===== src/rtl/usr_pkg.sv =====
// usr_pkg: USR select encodings and sequencer FSM state type shared by usr_shift_sequencer
package usr_pkg;
  localparam logic [1:0] USR_HOLD = 2'b00;
  localparam logic [1:0] USR_SHR  = 2'b01;
  localparam logic [1:0] USR_SHL  = 2'b10;
  localparam logic [1:0] USR_LOAD = 2'b11;
  typedef enum logic [1:0] {
    ST_IDLE  = 2'b00,
    ST_LOAD  = 2'b01,
    ST_SHIFT = 2'b10,
    ST_DONE  = 2'b11
  } usr_seq_state_t;
endpackage


===== src/rtl/usr_shift_sequencer.sv =====
// usr_shift_sequencer: drives a parent USR as a full-duplex serial engine; tx_*/rx_* valid-ready words in/out, ser_in/ser_out serial pins, usr_* USR controls; USR_SEQ_LOOPBACK_EN adds a loopback input that rotates the word instead of receiving ser_in
module usr_shift_sequencer
  import usr_pkg::*;
#(
  parameter int WIDTH = 4
) (
  input  logic             clk,
  input  logic             rstN,
  input  logic             tx_valid,
  output logic             tx_ready,
  input  logic [WIDTH-1:0] tx_data,
  input  logic             tx_dir,
  output logic             rx_valid,
  input  logic             rx_ready,
  output logic [WIDTH-1:0] rx_data,
  input  logic             ser_in,
  output logic             ser_out,
  output logic             ser_out_valid,
  output logic [1:0]       usr_select,
  output logic [WIDTH-1:0] usr_parallel_in,
  output logic             usr_serial_rightin,
  output logic             usr_serial_leftin,
  input  logic             usr_serial_rightout,
  input  logic             usr_serial_leftout,
`ifdef USR_SEQ_LOOPBACK_EN
  input  logic             loopback,
`endif
  input  logic [WIDTH-1:0] usr_parallel_out
);
  localparam int CW = $clog2(WIDTH);
  usr_seq_state_t state;
  logic [WIDTH-1:0] word;
  logic dir;
  logic [CW-1:0] cnt;
  logic shifting;
  logic rx_bit;
  always_ff @(posedge clk) begin
    if (!rstN) begin
      state <= ST_IDLE;
      word  <= '0;
      dir   <= 1'b0;
      cnt   <= '0;
    end else begin
      unique case (state)
        ST_IDLE: if (tx_valid) begin
          word  <= tx_data;
          dir   <= tx_dir;
          state <= ST_LOAD;
        end
        ST_LOAD: begin
          cnt   <= CW'(WIDTH - 1);
          state <= ST_SHIFT;
        end
        ST_SHIFT: if (cnt == '0) state <= ST_DONE; else cnt <= cnt - CW'(1);
        ST_DONE: if (rx_ready) state <= ST_IDLE;
      endcase
    end
  end
  assign shifting        = state == ST_SHIFT;
  assign tx_ready        = state == ST_IDLE;
  assign rx_valid        = state == ST_DONE;
  assign ser_out_valid   = shifting;
  assign rx_data         = usr_parallel_out;
  assign usr_parallel_in = word;
  assign usr_select      = state == ST_LOAD ? USR_LOAD : shifting ? (dir ? USR_SHL : USR_SHR) : USR_HOLD;
  assign ser_out         = dir ? usr_serial_leftout : usr_serial_rightout;
`ifdef USR_SEQ_LOOPBACK_EN
  assign rx_bit = loopback ? ser_out : ser_in;
`else
  assign rx_bit = ser_in;
`endif
  assign usr_serial_rightin = shifting && !dir ? rx_bit : 1'b0;
  assign usr_serial_leftin  = shifting && dir ? rx_bit : 1'b0;
endmodule


===== config.mk =====
export PLATFORM = sky130hd
export DESIGN_NAME = usr_shift_sequencer
export DESIGN_NICKNAME = d
export VERILOG_FILES = /design/src/rtl/usr_pkg.sv /design/src/rtl/usr_shift_sequencer.sv
export SDC_FILE = /design/constraint.sdc
export NUM_CORES = 1
export LEC_CHECK = 0
export CORE_ASPECT_RATIO = 0.8
export CORE_MARGIN = 2
export CORE_UTILIZATION = 30
export CTS_BUF_LIST = sky130_fd_sc_hd__clkbuf_2 sky130_fd_sc_hd__clkbuf_4 sky130_fd_sc_hd__clkbuf_8
export CTS_CLUSTER_SIZE = 25
export DETAILED_ROUTE_END_ITERATION = 8
export GPL_TIMING_DRIVEN = 0
export PLACE_DENSITY_LB_ADDON = 0.3
export SYNTH_ARGS = -nofsm -noshare
export SYNTH_HDL_FRONTEND = slang
export SYNTH_SLANG_ARGS = --single-unit

===== constraint.sdc =====
create_clock -name clk -period 1.8 [get_ports clk]
set_input_delay 0.27 -clock clk [delete_from_list [all_inputs] [get_ports clk]]
set_output_delay 0.27 -clock clk [all_outputs]
set_load 0.05 [all_outputs]

# Yosys cells after proc, flatten, opt, wreduce, memory -nomap -nowiden
# Cells that the tools add are included.
# classes
add_sub_neg	1
eq_ne	7
muxes	12
n_reduce_logical	9
# op_table
operator	n
$mux 2	7
$pmux 2 s4	1
$eq 2x2->1 const B	2
$logic_not 2->1	2
$ne 2x1->1 const B	2
$ne 2x2->1 const B	2
$pmux 2 s2	1
$reduce_and 2->1	2
$mux 1	3
$reduce_and 3->1	1
$eq 2x1->1 const B	1
$logic_and 1x1->1	2
$reduce_bool 2->1	1
$sub 2x1->2 const B	1
$logic_not 1->1	1
# word_totals
regBits	9
inputBits	16
output_inout_bits	16
wordCells	33

# Longest topological paths before layout
# depth
depth_word	3
mapped_depth	6
mapped_depth_nobuf	5

# Least setup slack after synthesis
# OpenSTA, ideal clock, no wires.
# synth_timing
path_kind	reg2reg
startpoint	register state[0]
endpoint	register state[0]
setup_ns	0.072
arrival_ns	1.632
required_time_ns	1.728
setup_slack_ns	0.096
stages_incl_launch_ff	6
path_buffers	1
period_less_slack_ns	1.704
path_cell_list	dfxtp_1 -> inv_1 -> ha_1 -> clkbuf_1 -> a222oi_1 -> mux2i_1
# synth_via
elab_chain_len	3
elab_cells_between_ends	9
cone_classes	eq/ne: 6; mux: 1; reduce/logical: 2
# synth_lines
item	line_no	rtl
start, declared	usr_shift_sequencer.sv:31	usr_seq_state_t state;
start signal, assigned	usr_shift_sequencer.sv:39	state <= ST_IDLE;
start signal, assigned	usr_shift_sequencer.sv:48	state <= ST_LOAD;
start signal, assigned	usr_shift_sequencer.sv:52	state <= ST_SHIFT;
$logic_not 2->1 (*)	n/a	
named net tx_ready	usr_shift_sequencer.sv:10	output logic tx_ready,
$ne 2x2->1 (no line)	n/a	
$reduce_and 3->1 (no line)	n/a	
# The timed path passes the listed nets; every way through them passes the cells marked *.
# A chain may end at the register's enable or synchronous reset.

# Final worst setup path
# layout_timing
startpoint	register dir
endpoint	output port ser_out
# layout_via
elab_chain_len	1
# layout_lines
item	line_no	rtl
start, declared	usr_shift_sequencer.sv:33	logic dir;
start signal, assigned	usr_shift_sequencer.sv:47	dir <= tx_dir;
$mux 1	usr_shift_sequencer.sv:66	assign ser_out = dir ? usr_serial_leftout : usr_serial_rightout;
end, declared	usr_shift_sequencer.sv:17	output logic ser_out,
# No other way between the ends.

==> results.txt <==
- Clock buffers created by TritonCTS: 3
* Total power divided by cell area: 1390 mW/mm^2
- Hold Fails Final Rpt: 0
* Most common cell after layout, fill and taps aside: clkdlybuf4s50_1
- The die covers 0.00210 sq mm.
* Multi-input gate area: 278 sq um
- The worst setup path is launched from a flip-flop.
* Ratio of cells with drive above 1 in the final layout: 0.177
- The detailed router finished its first iteration with 4 violations.
* Dpl hpwl: 962 um
- The worst register-to-register path has a depth of 6.
- Type of the worst setup path: flip-flop to output pin
* Peak ir drop on the vdd network: 0.751 mV
* Post-route setup slack: 0.0954 ns
- After synthesis the cells add up to 523 sq um.
- CTS built an H-tree with a depth of 1.
* Global placer's final weighted congestion: 0.662
- The netlist uses 20 different library cells.
* Setup TNS after final layout: 0 ns
- In the final routed layout, each cell accounts on average for 10.4 um.
- Post-synth top area cell: dfxtp_1
- Unrepaired setup endpoints after global routing: false
- The number of max-slew violations in the final report was 0.
- Along the worst hold path, the cell count comes to 2.
- The number of antenna diodes in the final layout is 0.
* Commonest cells after routing, fill and taps aside: 19 x clkdlybuf4s50_1, 10 x nand2_1, 9 x dfxtp_1, 8 x inv_1
- GRT Total Usage: 0.128
- Registers take 180 sq um.
- Dividing the final minimum period by the clock period gives 0.947.
* Die outline height: 41.3 um
* Post-synthesis sequential area ratio: 0.344
* Leakage component of the power: 0.392 nW
* Flip-flop and latch count after synthesis: 9
- Result of the run: complete, no violations
- The number of nets handed over by synthesis was 86.
* Clock Sink Count: 9
* Maximum clock skew at final layout: 0.00839 ns
* Filler cells: 168
* Port Buffers: 27
* Sum of routed wire length over all layers: 1230 um
- After the last flow step, the layout net total stands at 119.
- CTS Buffer Depth: 2
* Number of antenna violations at the first check in global routing: 0
- After global routing the overflow that remains totals 0.
- STA puts the critical path data required time at 1.53 ns.
- Mean Syn Cell Area: 8.17 sq um
- Post-DR vias/cell: 4.43
- Clock tree from TritonCTS: yes
- At the pin with the least slew margin, the transition time is 0.496 ns.
- Before CTS, the worst setup slack after placement is -0.175 ns.
- After floorplanning, the core was divided into 13 placement rows.
- For this configuration, the core starts out at a cell density of 0.322.
* Cts hold-fix bufs: 0
* Final setup violation count: 0
* Wire length of the first global-routing pass: 1820 um
- Post-DRT Antenna Nets: 0
- Timing would allow up to 587 MHz.
- Entering global routing, the biggest net connects 9 pins.
- Type of the tightest min-delay check: flip-flop to flip-flop
- Root Buffer Master: clkbuf_4
* Area growth syn-to-layout: 59.6%
- Top Ports: 32
- Vias in the first global route: 411
* Remaining design rule violation count: 0
* Clock transition at the registers of the reported paths: 0.07 ns
- STA classifies the critical path endpoint as an output pin.
- The floorplan step defined a core boundary enclosing 0.00163 sq mm.
- Count of synthesis-stage warnings from yosys: 0
- The detailed router placed 523 vias in this run.
- Share of the synthesized area in the top cell type: 0.344
- Along the worst path, the maximum fanout reaches 5.
* Die width: 50.7 um
- The clock reaches the later pin of the worst-skew pair after 0.27 ns.
- Dominant cells by area after synthesis: dfxtp_1 34%, ha_1 14%, nand2_1 7.2%
- The routed design could run at a clock period as short as 1.70 ns.
- Number of iterations in the first detailed-routing pass: 4
- Measured against its own limit, the worst slew margin works out to 0.668.
- Data arrives at the worst endpoint at 1.43 ns.
- Cells after Synth: 64
- The tool flagged a number of max-cap violations equal to 0.
## sequential cells by signal, indices dropped and copies added, names as in the netlist
signal / count
state: 2
cnt: 2
usr_parallel_in: 4
dir: 1
## what timing repair did
item	CTS	global route
pin swaps	0	1
resized for setup	24	4
setup buffers	0	1
gates cloned	0	0
setup endpoints to repair	8	5
## per-layer routing
layer	track usage	part of all wire
met3	0.0607	0.091
met5	0	0
met2	0.188	0.41
met4	0.0811	0.021
met1	0.153	0.47
## critical path: stages (launching register included)
cell	delay (ns)
dfxtp_1	0.40
mux2_2	0.35
dlygate4sd2_1	0.42
## report_power, final
group / internal [mW] / switching, mW
sequential: 0.259 / 0.0452
combinational: 0.233 / 0.443
clock: 0.101 / 0.0753
total: 0.593 / 0.563
## cell usage after synthesis, drive strengths merged
library cell / instances
buf: 4
a21o: 2
ha: 6
dfxtp: 9
nor2b: 2
o211ai: 1
o21ai: 1
nor2: 2
a222oi: 1
a21oi: 5
nor3: 1
clkbuf: 1
o311a: 1
mux2: 1
nand3: 5
inv: 9
a311oi: 1
nand2: 10
mux2i: 2
## kinds of logic after synthesis
group                      share of synthesized area
and+or+nand+nor                                0.167
muxes                                         0.0598
adders and majority gates                      0.144
AOI/OAI and AO/OA                              0.155
DFF                                            0.344
buffers and inverters                          0.129
## through the flow
| stage | util | cells | cell area [sq um] | total power, mW | hold slack [ns] |
|---|---|---|---|---|---|
| 2_1_floorplan | - | 64 | 523 | 0.808 | 0.401 |
| 3_3_place_gp | 0.505 | 113 | 821 | 1.00 | 0.444 |
| 3_5_place_dp | 0.505 | 113 | 821 | 1.02 | 0.451 |
| 4_1_cts | 0.508 | 117 | 826 | 1.16 | 0.460 |
| 5_1_grt | 0.513 | 118 | 835 | 1.24 | 0.477 |
| 6_report | 0.513 | 118 | 835 | 1.16 | 0.459 |
## final timing paths
check,startpoint,to,slack (ns)
worst max-delay path,dir,ser_out,0.1
worst min-delay path,usr_parallel_in[3],usr_parallel_in[3],0.46
worst max register to register,state[1],state[0],0.21
worst min register to register,usr_parallel_in[3],usr_parallel_in[3],0.46
## layout make-up
cell class / instances / share of cell area
Multi-Input combinational cell: 41 / 0.333
Inverter: 9 / 0.0405
Timing Repair Buffer: 28 / 0.301
Clock buffer: 4 / 0.0360
Tap cell: 22 / 0.0330
Sequential cell: 9 / 0.216
Buffer: 5 / 0.0405
(Power assumes the default switching activity.)
==> patch 1 (same settings) <==
Re-encode `usr_seq_state_t` (4 states) as one-hot, 4 bits wide.
--- a/src/rtl/usr_pkg.sv
+++ b/src/rtl/usr_pkg.sv
@@ -6,7 +6,7 @@
   localparam logic [1:0] USR_LOAD = 2'b11;
-  typedef enum logic [1:0] {
-    ST_IDLE  = 2'b00,
-    ST_LOAD  = 2'b01,
-    ST_SHIFT = 2'b10,
-    ST_DONE  = 2'b11
+  typedef enum logic [3:0] {
+    ST_IDLE  = 4'b0001,
+    ST_LOAD  = 4'b0010,
+    ST_SHIFT = 4'b0100,
+    ST_DONE  = 4'b1000
   } usr_seq_state_t;
Behaviour: no difference found for any inputs over 10 cycles, from zero or initial values and one cycle with rstN low; not proved beyond that.
==> patch 1 against the unedited design <==
- worst setup slack worse by 33 ps
- critical endpoint is now rx_valid
- wire length increased by 33%
- design area grew 25%
- largest cell class is now multi-input combinational cells
- non-clock buffer count grew 3
- total power shrank 34%
- sequential cell count increased by 2
- synthesized area grew 27%
- sequential power shrank 5%
==> patch 1: results (changes against the unedited design) <==
* Worst Path Arrival at 1470 ps (+40 ps)
* Layout cell share with drive strength beyond 1 at 0.2844 (+0.1073)
* Gpl congestion at 0.7875 (+19%)
* Worst reg2reg path startpoint: state[0]$_SDFFE_PN1P_
* Status: complete, no violations
* Post-Route WL at 1633 µm (+33%)
* WS Path Type: flip-flop to output pin
* First DRT Iteration DRCs at 12 (+8)
* Leakage at 0.0004086 µW (+4.3%)
* Num CTS Buffers at 3 (unchanged)
* Top post-synthesis cells by area: dfxtp_1 (33%), mux2i_1 (7.5%), nand2_1 (6.2%)
* First-pass GRT wire length at 2711 µm (+49%)
* Commonest cells in the netlist: dfxtp_1 (11), nand2_1 (11), buf_4 (5), mux2i_1 (5), nor2_1 (5)
* Worst Hold Launch: usr_parallel_in[2]$_SDFFE_PN0P_
* Vias in the first global route at 630 (+53%)
* Syn nets at 94 (+9.3%)
* Fin nets at 127 (+6.7%)
* Crit share post-route at 0.9654 (+0.01840)
* Yosys cell types at 32 (+60%)
* Max_slew headroom at 0.6628 (-0.005344)
* Ys flop type: dfxtp_1
* Register area share after synthesis at 0.3308 (-0.01367)
* Worst VDD drop at 418.2 µV (-44%)
* Gr usage total at 0.1394 (+0.01174)
* Place WS at -335.2 ps (-160.4 ps)
* Crit Path Max Fanout at 6 (+1)
* Largest net degree at the start of global routing at 11 (+2)
* Via/cell ratio at 5.000 (+13%)
* Clock skew at 4.697 ps (-3.688 ps)
* DP Wirelength at 1221 µm (+27%)
## patch 1: per-layer routing
metal / share of wire / GRT usage / vias up / routed length [µm]
met5: 0 / 0 / - / 0
met2: 0.46 / 0.2256 / 26 / 745
li1: - / - / 331 / -
met4: 0.012 / 0.04286 / 0 / 19
met1: 0.45 / 0.1658 / 308 / 732
met3: 0.083 / 0.06742 / 5 / 135
## patch 1: layout make-up
class	count	area, µm²
well taps	25	31.28
clock buffers	4	30.03
plain buffers	8	57.56
multi-input cells	55	417.9
repair buffers	28	269.0
flip-flops and latches	11	224.0
fillers	212	1080
inverters	3	11.26
## patch 1: cell families after synthesis
family / Yosys count / synth area share
AO/OA/AOI/OAI: 13 / 0.1560
adder cells (fa/ha/maj): 1 / 0.01879
buffers and inverters: 11 / 0.09398
flip-flops: 11 / 0.3308
multiplexers: 6 / 0.09211
AND/OR/NAND/NOR: 35 / 0.3083
## patch 1: worst max-delay path: stages (launching register included)
cell and delay, ps:
dfxtp_1 380, and2b_4 290, nor3b_2 150, clkdlybuf4s15_2 380
## patch 1: worst paths after layout
check / end / slack (ps) / depth (start not counted)
setup / recovery: rx_valid / 60 / 3
hold / removal: usr_parallel_in[2]$_SDFFE_PN0P_ / 460 / 2
setup reg to reg: usr_parallel_in[0]$_SDFFE_PN0P_ / 470 / 4
hold reg to reg: usr_parallel_in[2]$_SDFFE_PN0P_ / 460 / 2
## patch 1: report_power, final
group          switching, µW  total, µW  internal (µW)  leakage [µW]
sequential              23.8        289            265     0.0000913
combinational            164        289            125      0.000299
clock                   85.9        187            101     0.0000184
total                    274        765            491      0.000409
## patch 1: timing repair
action / in CTS / in global routing
pin swaps: 1 / 1
buffers inserted: 1 / 0
hold buffers: 0 / 0
endpoints found under the setup margin: 8 / 3
gates resized for setup: 38 / 2
## patch 1: through the flow
stage	std cells	power, µW	hold WS (ps)	instance area [µm²]
6_report	134	764.9	460.4	1041
5_1_grt	134	814.5	477.4	1041
4_1_cts	134	774.3	465.8	1039
3_5_place_dp	129	588.9	452.2	1010
3_3_place_gp	129	583.7	441.1	1010
2_1_floorplan	77	496.3	412.1	708.2
==> patch 2 (same settings) <==
Made on the original files. Change the parameter `WIDTH` from 4 to 16.
--- a/src/rtl/usr_shift_sequencer.sv
+++ b/src/rtl/usr_shift_sequencer.sv
@@ -4,3 +4,3 @@
 #(
-  parameter int WIDTH = 4
+  parameter int WIDTH = 16
 ) (
Interface: changed (resized rx_data, tx_data, usr_parallel_in and usr_parallel_out); port bits go from 32 to 80. No check against the original RTL was run, so the function may have changed too.
==> patch 2 against the unedited design <==
- fmax fell by 1.8%
- sequential cell count increased by 14
- first-iteration DRC count grew to 8.8 times the old value
- worst setup slack worse by 31 ps
- synthesized area up 120%
- total power is 130% higher
- sequential share of layout area increased by 2.8 points
- design area rose by 130%
- wire length rose by 130%
==> patch 2: results (changes against the unedited design) <==
* Status: complete, no violations
* Via count at 1113 (+110%)
* Sequential logic power at 741 µW (+140%)
* Largest net degree at the start of global routing at 14 (+5)
* Hold WS at 454.2 ps (-4.314 ps)
* FILL cells at 373 (+120%)
* WL met1 at 1284 µm (+120%)
* Reg2Reg Setup Slack at 190 ps (-20 ps)
* Place WS at -344.9 ps (-170.0 ps)
* Leakage at 0.0008118 µW (+110%)
* Register area share after synthesis at 0.3944 (+0.04993)
* Syn nets at 182 (+110%)
* Endpoint, Worst Hold: usr_parallel_in[14]$_SDFFE_PN0P_
* Cells after DPL at 244 (+120%)
* DP Wirelength at 2195 µm (+130%)
* Worst path slowest cell: dfxtp_1
* First DRT Iteration DRCs at 35 (+31)
* Vias in the first global route at 1020 (+150%)
* Yosys cell types at 25 (+25%)
* Met2 wire length at 1282 µm (+150%)
* Count of input and output buffers at 63 (+130%)
* Comb pwr share at 0.596 (+0.011)
* R2R cell count at 5 (-1)
* Gpl congestion at 0.7454 (+13%)
* Worst reg2reg path startpoint: cnt[0]$_SDFFE_PN0P_
* Worst Hold Launch: usr_parallel_in[14]$_SDFFE_PN0P_
* Multi-input gate area at 544.3 µm² (+96%)
* First-pass GRT wire length at 4547 µm (+150%)
patch 2: cell count changes in the layout (fill, tap and decap cells not counted), sizes merged, moves of 2 or more:
| cell | before | now |
|---|---|---|
| nand3 | 5 | 2 |
| clkdlybuf4s50 | 19 | 55 |
| nand2 | 10 | 38 |
| dfxtp | 9 | 23 |
| buf | 8 | 24 |
| a211o | 0 | 2 |
| clkbuf | 7 | 5 |
| and3 | 0 | 2 |
| inv | 9 | 6 |
| o21a | 0 | 2 |
| a21oi | 5 | 0 |
| a21boi | 0 | 18 |
| o31a | 0 | 2 |
patch 2: how the worst max path moves through the flow:
stage                          to  cells past startpoint  slack, ps
5_1_grt         usr_serial_leftin                      6         -5
4_1_cts                  tx_ready                      3          5
3_3_place_gp   usr_serial_rightin                      6       -340
3_5_place_dp   usr_serial_rightin                      6       -340
6_report                  ser_out                      2         60
2_1_floorplan   usr_serial_leftin                      5         -5
patch 2: layout make-up:
class                           instances  area share
Sequential cell                        23      0.2436
Buffer                                 21     0.07921
Clock inverter                          1    0.002640
Inverter                                6     0.01188
Multi-Input combinational cell         86      0.2871
Clock buffer                            3     0.02178
Tap cell                               44     0.02904
Timing Repair Buffer                   63      0.3248
patch 2: cells by family after synthesis:
| logic type | count (synthesis) | synth area share |
|---|---|---|
| and+or+nand+nor | 51 | 0.1940 |
| buffers and inverters | 28 | 0.1458 |
| AOI/OAI and AO/OA | 27 | 0.1843 |
| DFF | 23 | 0.3944 |
| adders and majority gates | 5 | 0.05359 |
| muxes | 3 | 0.02787 |
patch 2: timing repair:
action,CTS,global route
endpoints found under the setup margin,8,16
resized for setup,27,9
hold buffers,0,0
patch 2: per-layer routing:
layer / global-route usage / up-vias
met5: 0 / -
met4: 0.03896 / 0
met3: 0.03710 / 2
met2: 0.2258 / 51
met1: 0.1674 / 496
li1: - / 564
